--- src/rtl/mem_arb_pkg.sv ---
`default_nettype none
// ============================================================================
// Module      : mem_arb_pkg
// Description : Shared encodings for the memory port arbiter: FSM state codes
//               and MemLength access-size values.
// Revision    : 1.0 - initial release
// ============================================================================
package mem_arb_pkg;

    // FSM state encoding
    localparam logic [1:0] c_ST_IDLE   = 2'd0;
    localparam logic [1:0] c_ST_SETUP  = 2'd1;
    localparam logic [1:0] c_ST_STROBE = 2'd2;
    localparam logic [1:0] c_ST_DONE   = 2'd3;

    // MemLength encoding
    localparam logic c_LEN_BYTE = 1'b0;
    localparam logic c_LEN_WORD = 1'b1;

endpackage : mem_arb_pkg
`default_nettype wire

--- src/rtl/rr_arbiter2.sv ---
`default_nettype none
// ============================================================================
// Module      : rr_arbiter2
// Description : Combinational two-way round-robin pick. A lone request wins
//               outright; when both request, the port named by i_ptr wins.
// Revision    : 1.0 - initial release
// ============================================================================
module rr_arbiter2 (
    input  logic [1:0] i_req,
    input  logic       i_ptr,
    output logic       o_valid,
    output logic       o_winner
);

    // Select the winning port from the request pair and the favour pointer
    always_comb begin
        o_valid  = |i_req;
        o_winner = 1'b0;
        case (i_req)
            2'b10:   o_winner = 1'b1;
            2'b11:   o_winner = i_ptr;
            default: o_winner = 1'b0;
        endcase
    end

endmodule : rr_arbiter2
`default_nettype wire

--- src/rtl/mem_port_arbiter.sv ---
`default_nettype none
// ============================================================================
// Module      : mem_port_arbiter
// Description : Shares one external memory port between the CPU (port 0) and
//               the DMA/boot loader (port 1). Runs one transaction at a time
//               through IDLE -> SETUP -> STROBE -> DONE with round-robin
//               arbitration and a MemRdy timeout. All outputs are registered.
// Revision    : 1.0 - initial release
// ============================================================================
module mem_port_arbiter
    import mem_arb_pkg::*;
#(
    parameter int ADDR_W  = 32,
    parameter int DATA_W  = 32,
    parameter int TIMEOUT = 15
) (
    input  logic              Clk,
    input  logic              Reset,
    input  logic              Req0,
    input  logic              Req1,
    input  logic              Wr0,
    input  logic              Wr1,
    input  logic              Len0,
    input  logic              Len1,
    input  logic [ADDR_W-1:0] Addr0,
    input  logic [ADDR_W-1:0] Addr1,
    input  logic [DATA_W-1:0] WData0,
    input  logic [DATA_W-1:0] WData1,
    output logic              Gnt0,
    output logic              Gnt1,
    output logic              Done0,
    output logic              Done1,
    output logic              Err0,
    output logic              Err1,
    output logic [DATA_W-1:0] RData,
    output logic              Busy,
    output logic              Owner,
    output logic [ADDR_W-1:0] MemAddr,
    output logic [DATA_W-1:0] MemWData,
    input  logic [DATA_W-1:0] MemRData,
    output logic              MemEnable,
    output logic              MemRd,
    output logic              MemWr,
    output logic              MemLength,
    input  logic              MemRdy
);

    localparam int                 c_CNT_W    = $clog2(TIMEOUT + 1);
    localparam logic [c_CNT_W-1:0] c_CNT_MAX  = c_CNT_W'(TIMEOUT);
    localparam logic [c_CNT_W-1:0] c_CNT_LAST = c_CNT_W'(TIMEOUT - 1);
    localparam logic [c_CNT_W-1:0] c_CNT_ONE  = c_CNT_W'(1);

    logic [1:0]         r_state;
    logic [1:0]         w_next;
    logic               r_ptr;
    logic               r_wr;
    logic               r_len;
    logic [c_CNT_W-1:0] r_cnt;
    logic               w_timeout;
    logic               w_win_valid;
    logic               w_winner;

    rr_arbiter2 u_rr (
        .i_req    ({Req1, Req0}),
        .i_ptr    (r_ptr),
        .o_valid  (w_win_valid),
        .o_winner (w_winner)
    );

    // Next-state logic; the timeout fires at the end of the TIMEOUT-th strobe cycle
    always_comb begin
        w_next    = r_state;
        w_timeout = (r_cnt == c_CNT_LAST);
        case (r_state)
            c_ST_IDLE:   if (w_win_valid) w_next = c_ST_SETUP;
            c_ST_SETUP:  w_next = c_ST_STROBE;
            c_ST_STROBE: if (MemRdy || w_timeout) w_next = c_ST_DONE;
            c_ST_DONE:   w_next = c_ST_IDLE;
            default:     w_next = c_ST_IDLE;
        endcase
    end

    // State register, request latches, timeout counter and registered outputs
    always_ff @(posedge Clk) begin
        if (Reset) begin
            r_state   <= c_ST_IDLE;
            r_ptr     <= 1'b0;
            r_wr      <= 1'b0;
            r_len     <= 1'b0;
            r_cnt     <= '0;
            Gnt0      <= 1'b0;
            Gnt1      <= 1'b0;
            Done0     <= 1'b0;
            Done1     <= 1'b0;
            Err0      <= 1'b0;
            Err1      <= 1'b0;
            RData     <= '0;
            Busy      <= 1'b0;
            Owner     <= 1'b0;
            MemAddr   <= '0;
            MemWData  <= '0;
            MemEnable <= 1'b0;
            MemRd     <= 1'b0;
            MemWr     <= 1'b0;
            MemLength <= 1'b0;
        end else begin
            r_state   <= w_next;
            Gnt0      <= 1'b0;
            Gnt1      <= 1'b0;
            Done0     <= 1'b0;
            Done1     <= 1'b0;
            Err0      <= 1'b0;
            Err1      <= 1'b0;
            Busy      <= (w_next != c_ST_IDLE);
            MemEnable <= (w_next == c_ST_SETUP) || (w_next == c_ST_STROBE);
            MemRd     <= (w_next == c_ST_STROBE) && !r_wr;
            MemWr     <= (w_next == c_ST_STROBE) && r_wr;
            case (r_state)
                c_ST_IDLE: begin
                    if (w_win_valid) begin
                        Owner     <= w_winner;
                        r_wr      <= w_winner ? Wr1 : Wr0;
                        r_len     <= w_winner ? Len1 : Len0;
                        MemLength <= w_winner ? Len1 : Len0;
                        MemAddr   <= w_winner ? Addr1 : Addr0;
                        MemWData  <= w_winner ? WData1 : WData0;
                        Gnt0      <= !w_winner;
                        Gnt1      <= w_winner;
                    end
                end
                c_ST_SETUP: begin
                    r_cnt <= '0;
                end
                c_ST_STROBE: begin
                    if (r_cnt != c_CNT_MAX) r_cnt <= r_cnt + c_CNT_ONE;
                    if (MemRdy && !r_wr) begin
                        if (r_len == c_LEN_BYTE)
                            RData <= {{(DATA_W-8){1'b0}}, MemRData[7:0]};
                        else
                            RData <= MemRData;
                    end
                    // MemRdy takes priority over a simultaneous timeout
                    if (MemRdy || w_timeout) begin
                        Done0 <= !Owner;
                        Done1 <= Owner;
                        Err0  <= !Owner && !MemRdy;
                        Err1  <= Owner && !MemRdy;
                    end
                end
                c_ST_DONE: begin
                    r_ptr <= !Owner;
                end
                default: ;
            endcase
        end
    end

endmodule : mem_port_arbiter
`default_nettype wire

--- config.mk ---
export PLATFORM = sky130hd
export DESIGN_NAME = mem_port_arbiter
export DESIGN_NICKNAME = d
export VERILOG_FILES = /design/src/rtl/mem_arb_pkg.sv /design/src/rtl/rr_arbiter2.sv /design/src/rtl/mem_port_arbiter.sv
export SDC_FILE = /design/constraint.sdc
export NUM_CORES = 1
export LEC_CHECK = 0
export CAP_MARGIN = 20
export CORE_MARGIN = 3
export CORE_UTILIZATION = 25
export DETAILED_ROUTE_END_ITERATION = 10
export PLACE_DENSITY = 0.65
export SKIP_CTS_REPAIR_TIMING = 1
export SLEW_MARGIN = 20
export SYNTH_ARGS = -nofsm -noshare
export SYNTH_HDL_FRONTEND = slang
export SYNTH_SLANG_ARGS = --single-unit
export TNS_END_PERCENT = 20
--- constraint.sdc ---
create_clock -name Clk -period 2.38 [get_ports Clk]
set_input_delay 0.595 -clock Clk [delete_from_list [all_inputs] [get_ports Clk]]
set_output_delay 0.595 -clock Clk [all_outputs]
set_load 0.1 [all_outputs]
---- Word level (Yosys, flattened, before mapping) ----
Index checks and enable logic that the tools add are counted.
operators by class
  $add $sub $neg .......................... 1
  reductions and logical operators ........ 20
  bitwise operators ....................... 4
  equality and inequality tests ........... 10
  mux-type cells .......................... 11
operator list
  cell                 count
  $mux 32              3
  $eq 2x2->1 const B   5
  $pmux 2 s4           1
  $pmux 4 s2           1
  $reduce_and 2->1     3
  $reduce_or 3->1      2
  $logic_and 1x1->1    5
  $add 4x1->4 const B  1
  $eq 2x1->1 const B   2
  $eq 4x4->1 const B   1
  $logic_not 1->1      4
  $mux 2               2
  $mux 4               1
  $ne 4x4->1 const B   1
  $not 1->1            4
  $reduce_bool 2->1    2
  $logic_not 2->1      1
  $logic_or 1x1->1     2
  $mux 1               2
  $ne 2x2->1 const B   1
  $pmux 1 s2           1
  $reduce_or 2->1      1
storage, ports and cells
  input bits .............................. 169
  logic and storage cells ................. 65
  register bits after elaboration ......... 116

---- Logic depth before layout (Yosys ltp) ----
  depth in word-level cells ............... 6
  depth in mapped cells ................... 7
  mapped depth without buffers ............ 7

---- By module ----
A second synthesis with hierarchy kept.
second synthesis, totals
  cell total of the unflattened synthesis .. 515
  area total of the unflattened synthesis .. 5123.7 sq um
by module, submodules not included
  module            cells an instance  instances  area an instance (sq um)  sequential area each (sq um)
  mem_port_arbiter  512                1          5106.1                    2322.2
  rr_arbiter2       3                  1          17.5                      0.0

---- Worst setup path before layout ----
No wires, ideal clock.
  path kind ............................... register to register
  from .................................... register r_len
  to ...................................... register RData[24]
  library setup time ...................... 0.070 ns
  stages on the path, launching flop included .. 5
  path slack .............................. 0.599 ns
  path buffers ............................ 2
  data arrival time ....................... 1.711 ns
  cells stage by stage .................... dfxtp_1 -> buf_2 -> buf_1 -> nand3_1 -> a21oi_1
between the ends
  longest elaborated chain between the ends .. 1
ends and longest elaborated chain
  what                    RTL line                 RTL
  start, declared         mem_port_arbiter.sv:57   logic r_len;
  start signal, assigned  mem_port_arbiter.sv:123  r_len <= w_winner ? Len1 : Len0;
  $mux 32                 mem_port_arbiter.sv:137  if (r_len == c_LEN_BYTE)
  end signal, assigned    mem_port_arbiter.sv:138  RData <= {{(DATA_W-8){1'b0}}, MemRData[7:0]};
  end signal, assigned    mem_port_arbiter.sv:140  RData <= MemRData;
  end, declared           mem_port_arbiter.sv:35   output logic [DATA_W-1:0] RData,
Every way passes these cells.
A chain may end at the register's enable or synchronous reset.

---- Final worst setup path ----
  from .................................... register Owner
  to ...................................... output port Owner
RTL lines
  what                    RTL line                 RTL
  start, declared         mem_port_arbiter.sv:37   output logic Owner,
  start signal, assigned  mem_port_arbiter.sv:121  Owner <= w_winner;
No word-level cell between the ends.

==> flow_metrics.env <==
export IMPL_finalCritPeriodShare=0.7657
export IMPL_place_hpwl_mm=12.96
export IMPL_p_leak_nw=3.226
export IMPL_drive_above_1_share=0.1968
export IMPL_crit_family="flip-flops"
export IMPL_clk_latency_ps=410
export IMPL_numPortBuffers=276
export IMPL_dieArea_um2=21740
export IMPL_fill_cells=1956
export IMPL_ant_nets=0
export IMPL_grt_pass1_vias=5268
export IMPL_tightestPinTransition_ps=549.4
export IMPL_post_route_util=0.4266
export IMPL_rsz0062_at_grt="false"
export IMPL_n_antenna_cell=0
export IMPL_clockBufferDepth=2
export IMPL_hold_viol=0
export IMPL_routabilityCongestion=0.7569
export IMPL_clk_pin_slew_worst_paths_ps=60
export IMPL_drt_iter0_drc=272
export IMPL_grtUsageTotal=0.1662
export IMPL_cts_tree="built"
export IMPL_async_flop_share=0
export IMPL_critPathBufInv=1
export IMPL_rows=51
export IMPL_avgSynthCellArea_um2=8.296
export IMPL_grt_pass1_wl_mm=28.82
export IMPL_synth_nets=781
export IMPL_critPathArrivalTime_ps=1230
export IMPL_slowest_delay_ps=460
export IMPL_io_pins=277
export IMPL_totalWireLength_mm=18.91
export IMPL_period_needed_ps=1822
export IMPL_vias=5456
export IMPL_p_total_mw=12.29
export IMPL_synthFlopType="dfxtp_1"
export IMPL_syn_inst=603
export IMPL_cts_sinks=116
export IMPL_drtPass1Iterations=4
export IMPL_fmax_mhz=548.7
export IMPL_seqCellArea_um2=2322
export IMPL_synth_edf_count=0
export IMPL_grt_overflow_total=0
export IMPL_seq_area_frac_synth=0.4642
export IMPL_hold_path_class="register to register"
export IMPL_worst_setup_path_end_kind="output port"
export IMPL_cts_made_buffers=17
export IMPL_slew_violations=0
export IMPL_root_buffer="clkbuf_16"
export IMPL_fin_ws_ps=557.7
export IMPL_clock_skew_final_ps=9.176
export IMPL_via_per_inst=4.833
export IMPL_crit_path_max_fanout=6
export IMPL_multi_input_area_um2=2267
export IMPL_cts_htree_levels=4
export IMPL_max_cap_violations=0
export IMPL_crit_chain="buf_4"
export IMPL_core_area_um2=19590
export IMPL_antenna_found_initial=0
export IMPL_cp_required_ps=1780
export IMPL_grt_max_degree=55
export IMPL_place_ws_ps=232.9
export IMPL_worst_path_max_delay_cell="dfxtp_1"
export IMPL_syn2layout_area_growth_pct=67.08
export IMPL_power_density_nw_per_um2=1470
export IMPL_setup_viol=0
export IMPL_initial_core_util=0.2553
export IMPL_yosys_warnings=0
export IMPL_max_slew_margin_rel=0.6337
export IMPL_synth_cell_types=40
export IMPL_nNetsFinal=1029
export IMPL_synthesis_area_um2=5002
export IMPL_fp_dieW_um=147.5
export IMPL_tns_ps=0
export IMPL_route_detailed_drc=0
export IMPL_peakVddDrop_v=0.0007509
export IMPL_status="complete, no violations"
export IMPL_startpoint_type="register"
export IMPL_critPathKind="register to output port"
export IMPL_ys_ff_latch=116
export IMPL_wl_per_cell_um=16.74
export IMPL_die_h_um=147.5
-- area by class of cell --
cell class,count,share of cell area
Sequential cell,116,0.2778
Tap cell,265,0.03967
Inverter,9,0.004042
Timing Repair Buffer,296,0.3284
Multi-Input combinational cell,411,0.2713
Clock buffer,19,0.05419
Clock inverter,13,0.02455
-- metal layers --
metal  routed length, um  global-route usage
met5                   0                   0
met4                 367             0.05965
met3                1800             0.06683
met2                8850              0.2714
met1                7886              0.1986
-- sequential cells by signal (all words and copies together) (netlist names), 2 cells and up --
signal / cells
MemAddr: 32
MemWData: 32
RData: 32
r_cnt: 4
r_state: 2
-- synth_stat cells, types with 2 or more instances --
library cell  count  area share
dfxtp_1         116        0.46
o21ai_0          99       0.099
a21oi_1          75       0.075
nand3_1          52       0.052
nand2_1          43       0.032
a31oi_1          41       0.051
nor2_1           33       0.025
a311oi_1         25       0.044
buf_2            24       0.024
clkbuf_1         24       0.018
buf_6            12       0.027
ha_1              9       0.023
inv_1             8      0.0060
o21ai_1           7      0.0070
a211oi_1          4      0.0060
nor3_1            4      0.0040
buf_4             3      0.0045
clkbuf_2          2      0.0020
-- per-stage QoR --
stage                     cells  hold WS, ps  area (um^2)
after floorplan             603        440.6         5002
after global placement     1097        438.1         7700
after detailed placement   1097        443.9         7700
after CTS                  1129        452.0         8358
after global routing       1129        467.0         8358
final                      1129        449.9         8358
-- cell families after synthesis --
kind of cell / after synthesis / share of synthesized area
buf+inv: 76 / 0.08454
simple gates: 142 / 0.1278
compound gates: 258 / 0.2966
flops: 116 / 0.4642
mux: 2 / 0.004252
fa+ha+maj: 9 / 0.02251
-- layout by cell type, fill, tap and decap left out, types with 2 or more instances in the layout --
cell type / instances
a211oi_1: 4
a21oi_1: 75
a311oi_1: 25
a31oi_1: 41
buf_12: 9
buf_2: 2
buf_4: 119
bufinv_16: 5
clkbuf_16: 17
clkbuf_8: 2
clkdlybuf4s50_1: 166
clkinv_2: 3
clkinv_4: 2
clkinvlp_4: 3
dfxtp_1: 116
ha_1: 9
inv_1: 8
nand2_1: 43
nand3_1: 52
nor2_1: 33
nor3_1: 4
o21ai_0: 99
o21ai_1: 7
-- power breakdown --
part / leakage [nW] / internal (mW) / switching, mW / total, mW
clock network: 0.315 / 1.91 / 0.966 / 2.88
logic: 1.96 / 1.62 / 5.03 / 6.65
registers: 0.953 / 2.47 / 0.291 / 2.76
-- worst paths after layout --
check / cells past startpoint / start / slack [ps] / end
max reg2reg: 6 / r_state[0] / 690 / MemAddr[16]
min reg2reg: 2 / RData[28] / 450 / RData[28]
max: 1 / Owner / 560 / Owner
min: 2 / RData[28] / 450 / RData[28]
(Power assumes the default switching activity.)
